--- src/rtl/timer_counter.sv ---
// -----------------------------------------------------------------------------
// timer_counter
//
// Purpose:
//   8-bit (WIDTH) timer count stage fed by the prescaler/clock-select stage.
//   The divided clock clk_in is never used as a clock. It is sampled in the
//   pclk domain and rising-edge detected into a single-cycle count tick.
//   Supported operations:
//     - up/down counting
//     - parallel load from the timer data register
//     - sticky overflow/underflow flags, plus one-cycle wrap pulses
//
// Optional feature (macro TIMER_COMPARE_EN):
//   Adds the input cmp and the output cmp_match. cmp_match is a registered
//   one-cycle pulse that fires when a tick update lands the count on cmp.
//   Reaching the same value by a load does not fire it.
//
// Ports:
//   pclk       in   system clock, the only clock in the block
//   presetn    in   asynchronous active-low reset
//   clk_in     in   divided clock, sampled as data
//   en         in   count enable
//   up_dn      in   direction: 0 = up, 1 = down
//   load       in   copy tdr into the counter (highest priority)
//   tdr        in   load value [WIDTH]
//   clr_ovf    in   clear sticky overflow flag
//   clr_udf    in   clear sticky underflow flag
//   cmp        in   compare value [WIDTH]          (TIMER_COMPARE_EN only)
//   cnt        out  current count [WIDTH]
//   ovf_pulse  out  one-cycle pulse on up-count wrap
//   udf_pulse  out  one-cycle pulse on down-count wrap
//   tmr_ovf    out  sticky overflow flag
//   tmr_udf    out  sticky underflow flag
//   cmp_match  out  one-cycle compare pulse        (TIMER_COMPARE_EN only)
// -----------------------------------------------------------------------------
module timer_counter #(
    parameter int WIDTH = 8
) (
    input  logic             pclk,
    input  logic             presetn,
    input  logic             clk_in,
    input  logic             en,
    input  logic             up_dn,
    input  logic             load,
    input  logic [WIDTH-1:0] tdr,
    input  logic             clr_ovf,
    input  logic             clr_udf,
`ifdef TIMER_COMPARE_EN
    input  logic [WIDTH-1:0] cmp,
    output logic             cmp_match,
`endif
    output logic [WIDTH-1:0] cnt,
    output logic             ovf_pulse,
    output logic             udf_pulse,
    output logic             tmr_ovf,
    output logic             tmr_udf
);

    logic             clk_in_q;
    logic [WIDTH-1:0] cnt_q,     cnt_d;
    logic             ovf_pls_q, ovf_pls_d;
    logic             udf_pls_q, udf_pls_d;
    logic             tmr_ovf_q, tmr_ovf_d;
    logic             tmr_udf_q, tmr_udf_d;
    logic             tick;

    // clk_in_q follows clk_in even while disabled.
    // Enabling while clk_in is already high therefore cannot fake an edge.
    assign tick = en & clk_in & ~clk_in_q;

    always_comb begin
        cnt_d     = cnt_q;
        ovf_pls_d = 1'b0;
        udf_pls_d = 1'b0;
        if (load) begin
            // A coincident tick is dropped on purpose.
            cnt_d = tdr;
        end else if (tick) begin
            if (!up_dn) begin
                cnt_d     = cnt_q + 1'b1;
                ovf_pls_d = &cnt_q;
            end else begin
                cnt_d     = cnt_q - 1'b1;
                udf_pls_d = ~|cnt_q;
            end
        end
        // The registered pulse sets the flag, and set beats clear.
        tmr_ovf_d = ovf_pls_q | (tmr_ovf_q & ~clr_ovf);
        tmr_udf_d = udf_pls_q | (tmr_udf_q & ~clr_udf);
    end

    always_ff @(posedge pclk or negedge presetn) begin
        if (!presetn) begin
            clk_in_q  <= 1'b0;
            cnt_q     <= '0;
            ovf_pls_q <= 1'b0;
            udf_pls_q <= 1'b0;
            tmr_ovf_q <= 1'b0;
            tmr_udf_q <= 1'b0;
        end else begin
            clk_in_q  <= clk_in;
            cnt_q     <= cnt_d;
            ovf_pls_q <= ovf_pls_d;
            udf_pls_q <= udf_pls_d;
            tmr_ovf_q <= tmr_ovf_d;
            tmr_udf_q <= tmr_udf_d;
        end
    end

    assign cnt       = cnt_q;
    assign ovf_pulse = ovf_pls_q;
    assign udf_pulse = udf_pls_q;
    assign tmr_ovf   = tmr_ovf_q;
    assign tmr_udf   = tmr_udf_q;

`ifdef TIMER_COMPARE_EN
    logic cmp_match_q, cmp_match_d;

    // Only a tick update can produce a match. A load never does.
    assign cmp_match_d = tick & ~load & (cnt_d == cmp);

    always_ff @(posedge pclk or negedge presetn) begin
        if (!presetn) begin
            cmp_match_q <= 1'b0;
        end else begin
            cmp_match_q <= cmp_match_d;
        end
    end

    assign cmp_match = cmp_match_q;
`endif

endmodule

--- config.mk ---
export PLATFORM = sky130hd
export DESIGN_NAME = timer_counter
export DESIGN_NICKNAME = d
export VERILOG_FILES = /design/src/rtl/timer_counter.sv
export SDC_FILE = /design/constraint.sdc
export NUM_CORES = 1
export LEC_CHECK = 0
export BUFFER_PORTS_ARGS = -buffer_cell sky130_fd_sc_hd__buf_2
export CAP_MARGIN = 25
export CORE_ASPECT_RATIO = 1.4
export CORE_UTILIZATION = 45
export CTS_CLUSTER_DIAMETER = 50
export DETAILED_ROUTE_END_ITERATION = 10
export PLACE_DENSITY_LB_ADDON = 0.25
export SLEW_MARGIN = 20
export SYNTH_ARGS = -nofsm -noshare
export SYNTH_HDL_FRONTEND = slang
export SYNTH_SLANG_ARGS = --single-unit
--- constraint.sdc ---
create_clock -name pclk -period 4.1 [get_ports pclk]
set_input_delay 0.41 -clock pclk [delete_from_list [all_inputs] [get_ports pclk]]
set_output_delay 0.41 -clock pclk [all_outputs]
set_load 0.02 [all_outputs]
* Yosys cells after proc, flatten, opt, wreduce, memory -nomap -nowiden
Cells that the tools add are included.
** Operators by class
- Add/subtract/negate cells :: 2
- Multiply operators :: 0
- Divide/modulo/power cells :: 0
- $lt $le $gt $ge :: 0
- Equality and inequality tests :: 0
- Shifts and indexed selects :: 0
- Muxes and demuxes :: 9
- Bitwise operators :: 9
- Reduce and logical (&&, ||, !) cells :: 4
** Operator list (count)
- 8-bit 2-to-1 mux :: 3
- 8-bit by 1-bit adder with 8-bit output, second input constant :: 1
- 8-bit AND reduction :: 1
- 8-bit OR reduction :: 1
- 8-bit by 1-bit subtractor with 8-bit output, second input constant :: 1
- 1-bit 2-to-1 mux :: 6
- 1-bit AND :: 4
- 1-bit NOT :: 3
- 1-bit OR :: 2
- 2-bit nonzero test :: 1
- 1-bit logical NOT :: 1
** Storage, ports and cells
- Flip-flop bits (word level) :: 13
- Latch bits :: 0
- Bits in writable memories :: 0
- Bits in read-only memories :: 0
- Input bits :: 16
- Output and inout bits :: 12
- Memories kept :: 0

* Depth between registers and ports, before layout
Gate-level depths: netlist of run 1.
- Depth after elaboration :: 5
- Depth in mapped cells :: 7
- Gate-level depth less buffers :: 7

* Worst setup path after synthesis of run 1
OpenSTA, ideal clock, no wires.
- Path kind :: register to register
- From :: register cnt_q[0], in the netlist cnt[0]
- To :: register cnt_q[6], in the netlist cnt[6]
- Library setup time :: 71 ps
- Data arrival time :: 1900 ps
- Data required time :: 4029 ps
- Path slack :: 2130 ps
- Cell stages (with the launch flop) :: 8
- Buffers on the path :: 0
- Clock period less this slack :: 1970 ps
- Cell sequence :: dfrtp_1 inv_1 fa_1 and2b_1 o31a_1 o21ai_1 a2111o_1 nand4_1
** Between the ends
- Cells in the longest elaborated chain, start to end :: 4
** RTL lines
- start, declared :: line 60 : logic [WIDTH-1:0] cnt_q, cnt_d;
- start signal, assigned :: line 102 : cnt_q <= cnt_d;
- 8-bit by 1-bit adder with 8-bit output or 8-bit by 1-bit subtractor with 8-bit output (tied branches) :: line 80, 83
- 8-bit 2-to-1 mux (*) :: line 79 : if (!up_dn) begin
- 8-bit 2-to-1 mux (*) :: line 78 : end else if (tick) begin
- 8-bit 2-to-1 mux (*) :: line 75 : if (load) begin
Mark *: on every way between the ends. The rest lies on a longest branch, timed or not. The select of a mux whose other input is x is not followed.
A chain may end at the register's enable or synchronous reset.

* Worst setup path in the final report of run 1
Ends and elaborated chain as after synthesis.

==> results of run 1 <==
## area by class of cell
type	instances	area share, %
Tap cell	20	2.34
Clock buffer	4	2.46
Timing Repair Buffer	27	12.7
Sequential cell	13	30.5
Inverter	7	2.46
Multi-Input combinational cell	79	49.6
## state kept, by name, summed over array words and instances, names as in the netlist
| register | count |
|---|---|
| tmr_udf | 1 |
| ovf_pulse | 1 |
| clk_in_q | 1 |
| udf_pulse | 1 |
| tmr_ovf | 1 |
| cnt | 8 |
## layout by cell type, fill, tap and decap left out, drive strengths merged
cell    Yosys  final
a2111o      1      1
a211oi      4      4
a21o        3      3
a21oi       7      7
and2b       1      1
and3b       1      1
and4        1      1
and4bb      1      1
buf         4     27
clkbuf      1      4
dfrtp      13     13
fa          1      1
ha          6      6
inv         7      7
nand2      10     10
nand3       3      3
nand3b      3      3
nand4       2      2
nor2        7      7
nor2b       1      1
nor3        2      2
nor3b       3      3
nor4        6      6
o211ai      2      2
o21a        1      1
o21ai       9      9
o21bai      1      1
o31a        1      1
or3         1      1
xnor2       1      1
## routing by layer
metal | share of wire (%) | vias to the layer above | routed length (microns) | track usage [%]
li1 | - | 432 | - | -
met1 | 45 | 389 | 872 | 28.0
met2 | 49 | 30 | 947 | 32.8
met3 | 4.5 | 6 | 87 | 2.40
met4 | 1.5 | 0 | 29 | 10.3
met5 | 0 | - | 0 | 0
## metrics by stage
| step | setup slack (ns) | cell area, sq um |
|---|---|---|
| 3_5_place_dp | 1.85 | 1040 |
| 4_1_cts | 2.05 | 1070 |
| 3_3_place_gp | 1.95 | 1040 |
| 2_1_floorplan | 2.13 | 903 |
| 5_1_grt | 1.96 | 1070 |
| 6_report | 2.03 | 1070 |
## logic make-up after synthesis
kind of cell	count (synthesis)	synth area share, %
buffers and inverters	12	5.40
xor gates and xnor gates	1	0.970
adders and majority gates	7	10.5
AOI/OAI and AO/OA	29	21.2
DFF	13	36.0
and+or+nand+nor	42	25.9
## worst max-delay path, cell delays in order, from the launching register on
cell and delay [ns]:
dfrtp_1 0.46, inv_1 0.12, fa_1 0.41, and2b_1 0.25, o31a_1 0.17, o21ai_1 0.09
a2111o_1 0.44, nand4_1 0.08
## worst min path at each step
stage / from / end / slack [ns] / cells after the start
2_1_floorplan: presetn / clk_in_q / 0.11 / 0
3_3_place_gp: presetn / clk_in_q / 0.31 / 1
3_5_place_dp: presetn / cnt[6] / 0.31 / 1
4_1_cts: presetn / cnt[6] / 0.02 / 1
5_1_grt: presetn / clk_in_q / 0.02 / 1
6_report: presetn / cnt[4] / 0.01 / 1
## report_power, final
part           internal, mW  switching, mW
clock network        0.0376         0.0401
logic                0.0470         0.0674
registers             0.138         0.0146
==> flow_summary.yaml, run 1 <==
power_and_ir_drop:
  total_power_mw: 0.345
  power_density_nw_per_um2: 323
  peakVddDrop_v: 0.000233
  leakage_nw: 0.537
timing:
  period_needed_ns: 2.07
  fmax_mhz: 484
  rsz0062_at_grt: "no"
  fin_crit_sh_pct: 50.4
  slew_headroom_pct: 50.1
  clock_skew_ns: 0.000733
  final_max_slew_viol_count: 0
  setup_violations: 0
  fin_setup_tns_ns: 0
  holdWs_ns: 0.0147
  worstMarginPinSlew_ns: 0.747
  hold_viol: 0
synthesis:
  synth.cell_area_sq_um: 903
  ys_seq_area_share_pct: 36.0
  synth_most_common_cell: "dfrtp_1"
  yosysTopAreaCell: "dfrtp_1"
  synth_edf_count: 0
  synthFlopType: "dfrtp_1"
  synth.cells.most_frequent: "dfrtp_1, nand2_1, inv_1, nor2_1, o21ai_1"
  syn_nets: 127
  ys_seq_elements: 13
  synthTopCellsByArea: "dfrtp_1, ha_1, nand2_1, nor4_1, o21ai_1"
  syn-instance-count: 104
  async_flop_share_pct: 100
  synth_cell_types: 34
  synth_warnings: 0
  syn_avg_cell_area_sq_um: 8.69
  synth_top_area_share_pct: 36.0
place:
  post-dp-hpwl_microns: 1480
  io_buffers: 27
  place_inst: 146
  place_congestion: 0.805
clock_tree:
  cts_resized: 0
  cts_max_path_buffers: 2
  cts_hold_buf: 0
  numCtsBuffers: 3
  root_buffer: "clkbuf_4"
  cts_tree: "done"
  cts.clk_slew.worst_paths_ns: 0.08
  htreeDepth: 1
  post-cts-setup-buffers: 0
  cts.sinks: 13
  insertion_delay_ns: 0.27
drt:
  routed_wl_microns: 1940
  ant_nets: 0
  drt_iter0_markers: 18
  drc: 0
  routedWlPerCell_microns: 12.9
  vias: 857
  via_per_inst: 5.71
  firstDrtPassIters: 5
cells_and_area:
  fin_util_pct: 58.5
  areaGrowthSynthToFinish_pct: 18.1
  seqCellArea_sq_um: 325
  fillCellCount: 170
  multiInputGateArea_sq_um: 529
  final-instance-count-excl-fill: 150
  num_antenna_cells: 0
  fin_nets: 154
  drive_gt1_share_pct: 24.6
job:
  maxCapViolations: 0
global_routing:
  grt_max_degree: 27
  grt_overflow: 0
  grt_util_all_layers_pct: 21.0
  grt_pass1_wl_microns: 3190
  grt_pass1_vias: 738
  antenna_found_initial: 0
critical_path:
  rr_worst_depth: 7
  rrSetupSlack_ns: 2.03
  critPathLaunchType: "flip-flop"
  crit_end: "cnt[6]"
  worst-endpoint-arrival_ns: 2.27
  path_class: "flip-flop to flip-flop"
  rr_endpoint: "cnt[6]"
  path_max_fanout: 6
  timing.critical_path.required_ns: 4.31
  crit_start: "cnt[0]"
  end_kind: "flip-flop"
  r2r_start: "cnt[0]"
min_path:
  timing.hold.worst.class: "primary input to asynchronous set/reset pin"
floorplan:
  pin_count: 28
  design.core.area_sq_um: 1820
  row_count: 18
  die_y_microns: 55.0
  fp.dieW_microns: 39.9
  start_util_pct: 49.5
  die_area_sq_um: 2190
outcome:
  status: "complete, no violations"
(Power assumes the default switching activity.)
==> inputs of run 2 (changes only) <==
==> constraint.sdc (replaced) <==
create_clock -name pclk -period 2.1 [get_ports pclk]
set_input_delay 0.21 -clock pclk [delete_from_list [all_inputs] [get_ports pclk]]
set_output_delay 0.21 -clock pclk [all_outputs]
set_load 0.02 [all_outputs]
==> run 2 against run 1 <==
Against the previous run:
- die area did not move
- wire length is 0.62% lower
- worst hold slack better by 0.040 ns
- count of clock-buffer cells in the layout unchanged
- core utilization grew 1.0 points
- first-iteration DRC count fell by 61%
- clock power is 97% higher
- critical path depth shrank 1
- power increased by 96%
- combinational power grew 96%
- critical endpoint is now cnt[5]
==> flow_summary.yaml, run 2 (synthesized netlist as in run 1, its figures left out) <==
outcome:
  status: "complete, no violations"
critical_path:
  path_max_fanout: 6
  path_class: "flip-flop to flip-flop"
  end_kind: "flip-flop"
  critPathLaunchType: "flip-flop"
  timing.critical_path.required_ns: 2.25
  rrSetupSlack_ns: 0.18
  worst-endpoint-arrival_ns: 2.08
drt:
  routed_wl_microns: 1930
  firstDrtPassIters: 4
  drc: 0
  via_per_inst: 5.89
  routedWlPerCell_microns: 12.7
  drt_iter0_markers: 7
  ant_nets: 0
  vias: 895
timing:
  fin_setup_tns_ns: 0
  slew_headroom_pct: 73.0
  fmax_mhz: 520
  clock_skew_ns: 0.00479
  rsz0062_at_grt: "no"
  fin_crit_sh_pct: 91.6
  period_needed_ns: 1.92
  setup_violations: 0
  final_max_slew_viol_count: 0
  worstMarginPinSlew_ns: 0.406
  hold_viol: 0
job:
  maxCapViolations: 0
power_and_ir_drop:
  swShare_pct: 35.2
  p_seq_share_pct: 44.1
  p_sw_mw: 0.238
  power_density_nw_per_um2: 622
  intPower_mw: 0.438
  peakVddDrop_v: 0.000390
  leakage_nw: 0.545
  p_comb_share_pct: 33.2
  p_clk_share_pct: 22.7
  total_power_mw: 0.676
global_routing:
  grt_overflow: 0
  antenna_found_initial: 0
  grt_pass1_vias: 794
  grt_util_all_layers_pct: 21.1
  grt_pass1_wl_microns: 3260
  grt_max_degree: 27
floorplan:
  row_count: 18
  die_area_sq_um: 2190
  fp.dieW_microns: 39.9
  design.core.area_sq_um: 1820
  start_util_pct: 49.5
  die_y_microns: 55.0
  pin_count: 28
cells_and_area:
  drive_gt1_share_pct: 25.8
  layout_commonest_cell: "buf_2"
  final_cell_mix: "buf_2, dfrtp_1, nand2_1"
  fin_nets: 156
  areaGrowthSynthToFinish_pct: 20.2
  num_antenna_cells: 0
  fillCellCount: 175
  largest_reg_flops: 8
clock_tree:
  cts.sinks: 13
  root_buffer: "clkbuf_4"
  cts.clk_slew.worst_paths_ns: 0.08
  htreeDepth: 1
  post-cts-setup-buffers: 0
  insertion_delay_ns: 0.27
  cts_max_path_buffers: 2
  numCtsBuffers: 3
  cts_tree: "done"
place:
  place_congestion: 0.785
  post-dp-hpwl_microns: 1470
  io_buffers: 27
min_path:
  timing.hold.worst.class: "primary input to flip-flop"
## run 2: cell types whose count changed in the layout (fill, tap and decap cells not counted)
cell	previous run	this run
dfrtp_1	13	12
dfrtp_2	0	1
dlygate4sd3_1	0	1
buf_4	0	1
## run 2: power by group through the flow
stage | clock [mW] | combinational, mW | sequential [mW]
floorplan | 0 | 0.135 | 0.320
global placement | 0 | 0.220 | 0.300
detailed placement | 0 | 0.224 | 0.302
CTS | 0.159 | 0.226 | 0.297
global route | 0.170 | 0.257 | 0.302
finish | 0.153 | 0.224 | 0.298
## run 2: path summary, 6_finish.rpt
check | from | endpoint | cells past startpoint
worst max-delay path | cnt[1] | cnt[5] | 6
worst min-delay path | clk_in | clk_in_q | 1
worst max register to register | cnt[1] | cnt[5] | 6
worst min register to register | ovf_pulse | tmr_ovf | 1
max in group asynchronous | presetn | cnt[0] | 2
min in group asynchronous | presetn | clk_in_q | 2
## run 2: area by class of cell
class	count	area [sq um]	share of cell area (%)
multi-input cells	79	529	48.7
inverters	7	26.3	2.42
well taps	20	25.0	2.30
flip-flops and latches	13	327	30.1
clock buffers	4	26.3	2.42
repair buffers	29	153	14.1
## run 2: worst max-delay path: stages (launching register included)
cell and delay (ns):
dfrtp_1 0.44, ha_1 0.34, a211oi_2 0.30, o21bai_1 0.13, a21oi_2 0.16, nor4_1 0.05
or3_1 0.38
## run 2: timing repair
item | 4_1_cts | 5_1_grt
gates resized for setup | 0 | 1
hold buffers | 1 | 0
endpoints found under the setup margin | 0 | 1
hold endpoints to repair | 13 | 0
## run 2: per-layer routing
| layer | wire length [microns] | GRT usage (%) | up-vias |
|---|---|---|---|
| li1 | - | - | 440 |
| met1 | 829 | 25.7 | 429 |
| met2 | 1010 | 37.1 | 24 |
| met3 | 77 | 2.40 | 2 |
| met4 | 12 | 6.90 | 0 |
| met5 | 0 | 0 | - |
## run 2: per-stage QoR
stage | cell area [sq um] | hold WS (ns) | instances | setup WS [ns] | util (%)
2_1_floorplan | 903 | -0.0856 | 104 | 0.130 | -
3_3_place_gp | 1050 | 0.116 | 147 | 0.142 | 57.5
3_5_place_dp | 1050 | 0.115 | 147 | 0.107 | 57.5
4_1_cts | 1080 | 0.0495 | 152 | 0.114 | 59.5
5_1_grt | 1090 | 0.0491 | 152 | 0.0304 | 59.5
6_report | 1090 | 0.0543 | 152 | 0.176 | 59.5
